**src/rtl/idelay_tap_cal_if.sv**
```systemverilog
// Control and status bundle between the tap calibrator and its user.
// master = calibrator side, slave = bring-up logic / delay-line side.
interface idelay_tap_cal_if #(
    parameter int TAP_W = 5
);
    logic             start;
    logic             match;
    logic             dly_ld;
    logic             dly_ce;
    logic             dly_inc;
    logic [TAP_W-1:0] tap;
    logic             busy;
    logic             done;
    logic             fail;
    logic [TAP_W-1:0] win_start;
    logic [TAP_W:0]   win_len;

    modport master (
        input  start, match,
        output dly_ld, dly_ce, dly_inc, tap,
        output busy, done, fail, win_start, win_len
    );

    modport slave (
        output start, match,
        input  dly_ld, dly_ce, dly_inc, tap,
        input  busy, done, fail, win_start, win_len
    );
endinterface

```
**src/rtl/idelay_tap_cal.sv**
```systemverilog
// IDELAYE2 tap sweep: finds the longest passing window, then
// reloads the line and steps it to the window centre.
module idelay_tap_cal #(
    parameter int TAPS          = 32,
    parameter int TAP_W         = $clog2(TAPS),
    parameter int SETTLE_CYCLES = 8,
    parameter int SAMPLE_CYCLES = 16
) (
    input  logic         clk,
    input  logic         rst_n,
    idelay_tap_cal_if.master bus
);

    localparam int CNT_MAX = (SETTLE_CYCLES > SAMPLE_CYCLES) ?
                             SETTLE_CYCLES : SAMPLE_CYCLES;
    localparam int CNT_W   = $clog2(CNT_MAX + 1);

    localparam logic [TAP_W-1:0] LAST_TAP = TAP_W'(TAPS - 1);
    localparam logic [CNT_W-1:0] SET_END  = CNT_W'(SETTLE_CYCLES - 1);
    localparam logic [CNT_W-1:0] SMP_END  = CNT_W'(SAMPLE_CYCLES - 1);

    typedef enum logic [3:0] {
        ST_IDLE,
        ST_LOAD,
        ST_SETTLE,
        ST_SAMPLE,
        ST_STEP,
        ST_EVAL,
        ST_RELOAD,
        ST_SEEK,
        ST_DONE,
        ST_FAIL
    } state_t;

    state_t state_q;
    state_t state_d;

    logic [CNT_W-1:0] cnt_q;
    logic             pass_q;
    logic             pass_now;
    logic             start_ok;
    logic             last_smp;

    logic [TAP_W-1:0] tap_q;
    logic [TAP_W-1:0] tap_d;
    logic             ld_q;
    logic             ld_d;
    logic             ce_q;
    logic             ce_d;
    logic             busy_q;
    logic             busy_d;
    logic             done_q;
    logic             fail_q;

    logic [TAP_W-1:0] cur_start_q;
    logic [TAP_W:0]   cur_len_q;
    logic [TAP_W:0]   len_inc;
    logic [TAP_W-1:0] best_start_q;
    logic [TAP_W:0]   best_len_q;
    logic [TAP_W-1:0] target_q;
    logic [TAP_W:0]   centre;
    logic [TAP_W-1:0] ws_q;
    logic [TAP_W:0]   wl_q;

    assign bus.dly_ld    = ld_q;
    assign bus.dly_ce    = ce_q;
    assign bus.dly_inc   = ce_q;
    assign bus.tap       = tap_q;
    assign bus.busy      = busy_q;
    assign bus.done      = done_q;
    assign bus.fail      = fail_q;
    assign bus.win_start = ws_q;
    assign bus.win_len   = wl_q;

    assign start_ok = bus.start &&
                      (state_q inside {ST_IDLE, ST_DONE, ST_FAIL});
    assign last_smp = (state_q == ST_SAMPLE) && (cnt_q == SMP_END);
    assign pass_now = pass_q & bus.match;
    assign len_inc  = cur_len_q + 1'b1;
    assign centre   = {1'b0, best_start_q} + (best_len_q >> 1);

    // State register.
    always_ff @(posedge clk) begin
        if (!rst_n) begin
            state_q <= ST_IDLE;
        end else begin
            state_q <= state_d;
        end
    end

    // Next state plus look-ahead values for the registered outputs.
    always_comb begin
        state_d = state_q;
        tap_d   = tap_q;
        ld_d    = 1'b0;
        ce_d    = 1'b0;
        busy_d  = 1'b0;
        unique case (state_q)
            ST_IDLE, ST_DONE, ST_FAIL: begin
                if (bus.start) state_d = ST_LOAD;
            end
            ST_LOAD:   state_d = ST_SETTLE;
            ST_SETTLE: begin
                if (cnt_q == SET_END) state_d = ST_SAMPLE;
            end
            ST_SAMPLE: begin
                if (cnt_q == SMP_END) begin
                    state_d = (tap_q == LAST_TAP) ? ST_EVAL : ST_STEP;
                end
            end
            ST_STEP:   state_d = ST_SETTLE;
            ST_EVAL: begin
                state_d = (best_len_q == '0) ? ST_FAIL : ST_RELOAD;
            end
            ST_RELOAD: state_d = ST_SEEK;
            ST_SEEK: begin
                if (tap_q == target_q) state_d = ST_DONE;
            end
            default:   state_d = ST_IDLE;
        endcase

        // Tap follows the pulse that was driven during this cycle.
        if (state_d == ST_LOAD || state_d == ST_RELOAD) begin
            tap_d = '0;
        end else if (ce_q) begin
            tap_d = tap_q + 1'b1;
        end

        ld_d   = (state_d == ST_LOAD) || (state_d == ST_RELOAD);
        ce_d   = (state_d == ST_STEP) ||
                 ((state_d == ST_SEEK) && (tap_d != target_q));
        busy_d = state_d inside {ST_LOAD, ST_SETTLE, ST_SAMPLE,
                                 ST_STEP, ST_EVAL, ST_RELOAD, ST_SEEK};
    end

    // Registered outputs, dwell counter and window bookkeeping.
    always_ff @(posedge clk) begin
        if (!rst_n) begin
            cnt_q        <= '0;
            pass_q       <= 1'b1;
            tap_q        <= '0;
            ld_q         <= 1'b0;
            ce_q         <= 1'b0;
            busy_q       <= 1'b0;
            done_q       <= 1'b0;
            fail_q       <= 1'b0;
            cur_start_q  <= '0;
            cur_len_q    <= '0;
            best_start_q <= '0;
            best_len_q   <= '0;
            target_q     <= '0;
            ws_q         <= '0;
            wl_q         <= '0;
        end else begin
            tap_q  <= tap_d;
            ld_q   <= ld_d;
            ce_q   <= ce_d;
            busy_q <= busy_d;
            done_q <= (state_d == ST_DONE);
            fail_q <= (state_d == ST_FAIL);

            if (state_d != state_q) begin
                cnt_q <= '0;
            end else if (state_q == ST_SETTLE || state_q == ST_SAMPLE) begin
                cnt_q <= cnt_q + 1'b1;
            end

            if (state_q == ST_SAMPLE && !last_smp) begin
                pass_q <= pass_now;
            end else begin
                pass_q <= 1'b1;
            end

            if (start_ok) begin
                cur_start_q  <= '0;
                cur_len_q    <= '0;
                best_start_q <= '0;
                best_len_q   <= '0;
                ws_q         <= '0;
                wl_q         <= '0;
            end else if (last_smp) begin
                if (pass_now) begin
                    cur_len_q <= len_inc;
                    if (cur_len_q == '0) cur_start_q <= tap_q;
                    // Strictly greater: ties keep the earlier window.
                    if (len_inc > best_len_q) begin
                        best_len_q   <= len_inc;
                        best_start_q <= (cur_len_q == '0) ?
                                        tap_q : cur_start_q;
                    end
                end else begin
                    cur_len_q <= '0;
                end
            end else if (state_q == ST_EVAL && best_len_q != '0) begin
                ws_q     <= best_start_q;
                wl_q     <= best_len_q;
                target_q <= centre[TAP_W-1:0];
            end
        end
    end

endmodule

```
**src/flat_wrapper.sv**
```systemverilog
// flat-port wrapper written by rule: the top's interface ports become plain ports
module idelay_tap_cal_flat 
#(
    parameter int TAPS          = 32,
    parameter int TAP_W         = $clog2(TAPS),
    parameter int SETTLE_CYCLES = 8,
    parameter int SAMPLE_CYCLES = 16
)
  (clk, rst_n, bus_start, bus_match, bus_dly_ld, bus_dly_ce, bus_dly_inc, bus_tap, bus_busy, bus_done, bus_fail, bus_win_start, bus_win_len);
  idelay_tap_cal_if #(.TAP_W(TAP_W)) bus_i ();
  input  logic clk;
  input  logic rst_n;
  input wire logic [$bits(bus_i.start)-1:0] bus_start;
  input wire logic [$bits(bus_i.match)-1:0] bus_match;
  output wire logic [$bits(bus_i.dly_ld)-1:0] bus_dly_ld;
  output wire logic [$bits(bus_i.dly_ce)-1:0] bus_dly_ce;
  output wire logic [$bits(bus_i.dly_inc)-1:0] bus_dly_inc;
  output wire logic [$bits(bus_i.tap)-1:0] bus_tap;
  output wire logic [$bits(bus_i.busy)-1:0] bus_busy;
  output wire logic [$bits(bus_i.done)-1:0] bus_done;
  output wire logic [$bits(bus_i.fail)-1:0] bus_fail;
  output wire logic [$bits(bus_i.win_start)-1:0] bus_win_start;
  output wire logic [$bits(bus_i.win_len)-1:0] bus_win_len;
  assign bus_i.start = bus_start;
  assign bus_i.match = bus_match;
  assign bus_dly_ld = bus_i.dly_ld;
  assign bus_dly_ce = bus_i.dly_ce;
  assign bus_dly_inc = bus_i.dly_inc;
  assign bus_tap = bus_i.tap;
  assign bus_busy = bus_i.busy;
  assign bus_done = bus_i.done;
  assign bus_fail = bus_i.fail;
  assign bus_win_start = bus_i.win_start;
  assign bus_win_len = bus_i.win_len;
  idelay_tap_cal #(.TAPS(TAPS), .TAP_W(TAP_W), .SETTLE_CYCLES(SETTLE_CYCLES), .SAMPLE_CYCLES(SAMPLE_CYCLES)) u_core (.clk(clk), .rst_n(rst_n), .bus(bus_i));
endmodule
```
**config.mk**
```make
export PLATFORM = sky130hd
export DESIGN_NAME = idelay_tap_cal_flat
export DESIGN_NICKNAME = d
export VERILOG_FILES = /design/src/rtl/idelay_tap_cal_if.sv /design/src/rtl/idelay_tap_cal.sv /design/src/flat_wrapper.sv
export SDC_FILE = /design/constraint.sdc
export NUM_CORES = 1
export LEC_CHECK = 0
export CAP_MARGIN = 25
export CORE_UTILIZATION = 52
export DETAILED_ROUTE_END_ITERATION = 6
export MAX_ROUTING_LAYER = met4
export PLACE_DENSITY = 0.82
export SLEW_MARGIN = 20
export SYNTH_ARGS = -nofsm -noshare
export SYNTH_HDL_FRONTEND = slang
export SYNTH_SLANG_ARGS = --single-unit
```
**constraint.sdc**
```tcl
create_clock -name clk -period 2.6 [get_ports clk]
set_clock_uncertainty 0.05 [all_clocks]
set_input_delay 0.65 -clock clk [delete_from_list [all_inputs] [get_ports clk]]
set_output_delay 0.65 -clock clk [all_outputs]
set_load 0.01 [all_outputs]
```
==> flow_summary.yaml, run 1 <==
yosys:
  synth_edf_count: 0
  synth_cells: 326
  ys_async_sr_fraction_pct: 0
  synthTopCellsByArea: "dfxtp_1 38%, mux2i_1 11%, ha_1 6.6%, nor2_1 6.2%, xnor2_1 3.8%"
  syn_area_mm2: 0.00302
  synth_top_area_share_pct: 38.5
  syn_avg_cell_area_um2: 9.26
  synth_cell_types: 54
  ys_seq_area_share_pct: 38.5
  synth.ff_latch_count: 58
  syn_nets: 347
  synthFlopType: "dfxtp_1"
  yosysTopAreaCell: "dfxtp_1"
  ys.warnings.count: 0
cells_and_area:
  fin_nets: 387
  drive_above_1_share_pct: 14.6
  area_growth_pct: 21.6
  diodes: 0
  design_area_mm2: 0.00367
  fin_util_pct: 66.3
min_path:
  holdCritStartpoint: "u_core.bus.win_start[1]"
  hold_path_class: "reg2reg"
  worstHoldEndpoint: "u_core.bus.win_start[1]"
  hold_depth: 2
power_and_ir_drop:
  peakVddDrop_mv: 0.464
  design_power_total_mw: 1.80
  swShare_pct: 23.4
  p_leak_nw: 1.45
  p_seq_share_pct: 50.1
  p_clk_share_pct: 43.7
  powerDensity_mw_per_mm2: 491
  intPower_mw: 1.38
  combPwrFrac_pct: 6.2
  p_sw_mw: 0.422
cts:
  ctsRootBufferMaster: "clkbuf_8"
  cts-buffers-inserted: 9
  cts.sinks: 58
  cts_buffer_depth: 2
  clk_pin_slew_ns: 0.07
  cts_tree: "yes"
  htreeDepth: 3
  clk_latency_ns: 0.34
routing:
  wl_mm: 6.61
  drt-initial-drc-count: 154
  vias: 2443
  vias_per_cell: 5.51
  drc_errors: 0
  post_drt_wl_per_cell_um: 14.9
  ant_nets: 0
  drtPass1Iterations: 4
critical_path:
  rr_startpoint: "u_core.cur_len_q[0]"
  r2r_setup_slack_ns: 0.07
  critPathCaptureType: "flop"
  crit_required_ns: 2.81
  cp-start-kind: "flop"
  r2r-end: "u_core.best_start_q[4]"
  cp_max_fo: 8
  r2r_cells: 11
  cp.arrival_ns: 2.74
  worstSetupPathType: "reg2reg"
global_routing:
  grt_usage_pct: 24.0
  grt_most_used_layer: "met2"
  grt_max_degree: 34
  grt_pass1_wl_mm: 10.9
  antenna_found_initial: 0
  met1_usage_pct: 28.8
  grt_pass1_vias: 2303
  grtUsageMet2_pct: 38.6
  grt.overflow.total: 0
  gr-usage-met3_pct: 5.70
timing:
  setup_slack_ns: 0.0722
  slew_viol_final: 0
  hold_viol: 0
  min_period_ns: 2.53
  worst_pin_slew_ns: 0.468
  setup_violations: 0
  timing.fmax_mhz: 396
  period_share_pct: 97.2
  relSlewSlack_pct: 68.5
outcome:
  status: "finished clean"
floorplan:
  core_mm2: 0.00554
  die_w_um: 78.2
  die_area_mm2: 0.00611
  start_util_pct: 54.5
  fp.dieH_um: 78.2
  io_pins: 26
  rows: 27
placed_design:
  placed_area_mm2: 0.00343
  dp.final_hpwl_mm: 4.58
  io_buffer_count: 25
  dpl_worst_slack_ns: 0.0753
  place.gp.congestion: 0.889
job:
  maxCapViolations: 0
-- power groups by stage --
stage	clock network, mW	logic (mW)	registers, mW
3_5_place_dp	0	0.110	0.924
4_1_cts	0.801	0.110	0.904
3_3_place_gp	0	0.108	0.923
5_1_grt	0.850	0.122	0.903
2_1_floorplan	0	0.0787	0.921
6_report	0.788	0.111	0.904
-- Yosys cell counts (2+ instances only) --
cell type and instances:
inv_1 13, a21oi_1 8, nor2b_1 7, mux2i_1 33, nor3b_1 2, nor3_1 9
o21ai_0 8, nand2_1 18, xor2_1 7, clkbuf_1 8, buf_2 2, nor2_1 50
a21o_1 2, nand4_1 4, o22ai_1 3, buf_4 2, a31oi_1 2, ha_1 16
and3_1 6, nand3_1 5, a22oi_1 3, buf_6 3, nor4_1 2, o211a_1 2
nand2b_1 4, xnor2_1 13, dfxtp_1 58, and2_1 4, o31ai_1 2, o21a_1 2
a211oi_2 5
-- critical path, stage by stage, from the launching register on --
cell,delay (ns)
dfxtp_4,0.38
ha_1,0.21
nand3_1,0.14
xnor2_1,0.23
ha_1,0.29
o21a_1,0.18
o22ai_1,0.28
a2111oi_4,0.06
buf_4,0.19
clkbuf_16,0.16
buf_4,0.13
a211oi_2,0.16
-- worst max path at each step --
stage	start	end	slack, ns	cells past startpoint
after CTS	u_core.cur_len_q[0]	u_core.best_len_q[5]	0.07	10
after detailed placement	u_core.cur_len_q[0]	u_core.best_len_q[4]	0.08	10
after global placement	bus_start	u_core.cnt_q[1]	0.16	6
after floorplan	u_core.cur_len_q[0]	u_core.best_start_q[1]	0.06	10
after global routing	u_core.cur_len_q[0]	u_core.best_len_q[3]	-0.03	11
final	u_core.cur_len_q[0]	u_core.best_start_q[4]	0.07	11
-- logic make-up (layout without fill, tap and decap cells) --
logic type | count (synthesis) | in the layout | share of synthesized area (%)
flip-flops | 58 | 58 | 38.5
AND/OR/NAND/NOR | 122 | 122 | 20.6
AO/OA/AOI/OAI | 44 | 44 | 11.2
buffers and inverters | 30 | 75 | 4.85
adder cells (fa/ha/maj) | 17 | 17 | 7.29
XOR/XNOR | 20 | 20 | 5.80
multiplexers | 35 | 35 | 11.8
-- cell type report --
class	instances	area (µm²)
multi-input cells	238	1730
flip-flops and latches	58	1170
clock buffers	10	128
repair buffers	46	450
clock inverters	6	57.6
fillers	455	1870
inverters	13	48.8
well taps	72	90.1
-- per-stage QoR --
| stage | std cells | hold slack (ns) | TNS [ns] |
|---|---|---|---|
| after floorplan | 326 | 0.410 | 0 |
| after global placement | 424 | 0.423 | 0 |
| after detailed placement | 424 | 0.433 | 0 |
| after CTS | 440 | 0.450 | 0 |
| after global routing | 443 | 0.474 | -0.144 |
| final | 443 | 0.445 | 0 |
-- placed cells by master (no fill, tap or decap), drive strengths merged, types with 4 or more instances in the layout --
cell type	netlist	layout
nand2	19	19
clkbuf	9	11
a21oi	8	8
clkdlybuf4s50	0	25
nor2b	7	7
buf	8	20
dfxtp	58	58
nand2b	4	4
clkinv	0	4
mux2i	33	33
xor2	7	7
nor3	9	9
nor2	50	50
and2	4	4
o21ai	8	8
nand4	4	4
xnor2	13	13
and3	6	6
inv	13	13
nand3	5	5
ha	16	16
a211oi	5	5
-- metal layers --
layer / share of wire, % / up-vias
li1: - / 1212
met5: 0 / -
met4: 2.2 / 0
met1: 46 / 1161
met2: 47 / 56
met3: 3.9 / 14
-- what timing repair did --
item,CTS,global route
setup endpoints to repair,0,11
endpoints found under the hold margin,0,0
hold buffers,0,0
resized for setup,0,5
buffers inserted,0,2
Power figures use the tool's default switching activity.
==> run 2, diff against run 1 <==
--- a/config.mk
+++ b/config.mk
@@ -8,8 +8,10 @@
 export CAP_MARGIN = 25
 export CORE_UTILIZATION = 52
 export DETAILED_ROUTE_END_ITERATION = 6
+export GPL_TIMING_DRIVEN = 1
 export MAX_ROUTING_LAYER = met4
 export PLACE_DENSITY = 0.82
+export SKIP_CTS_REPAIR_TIMING = 1
 export SLEW_MARGIN = 20
 export SYNTH_ARGS = -nofsm -noshare
 export SYNTH_HDL_FRONTEND = slang
==> results of run 2 <==
No change in the layout: final DEF, timing and power equal those of run 1.
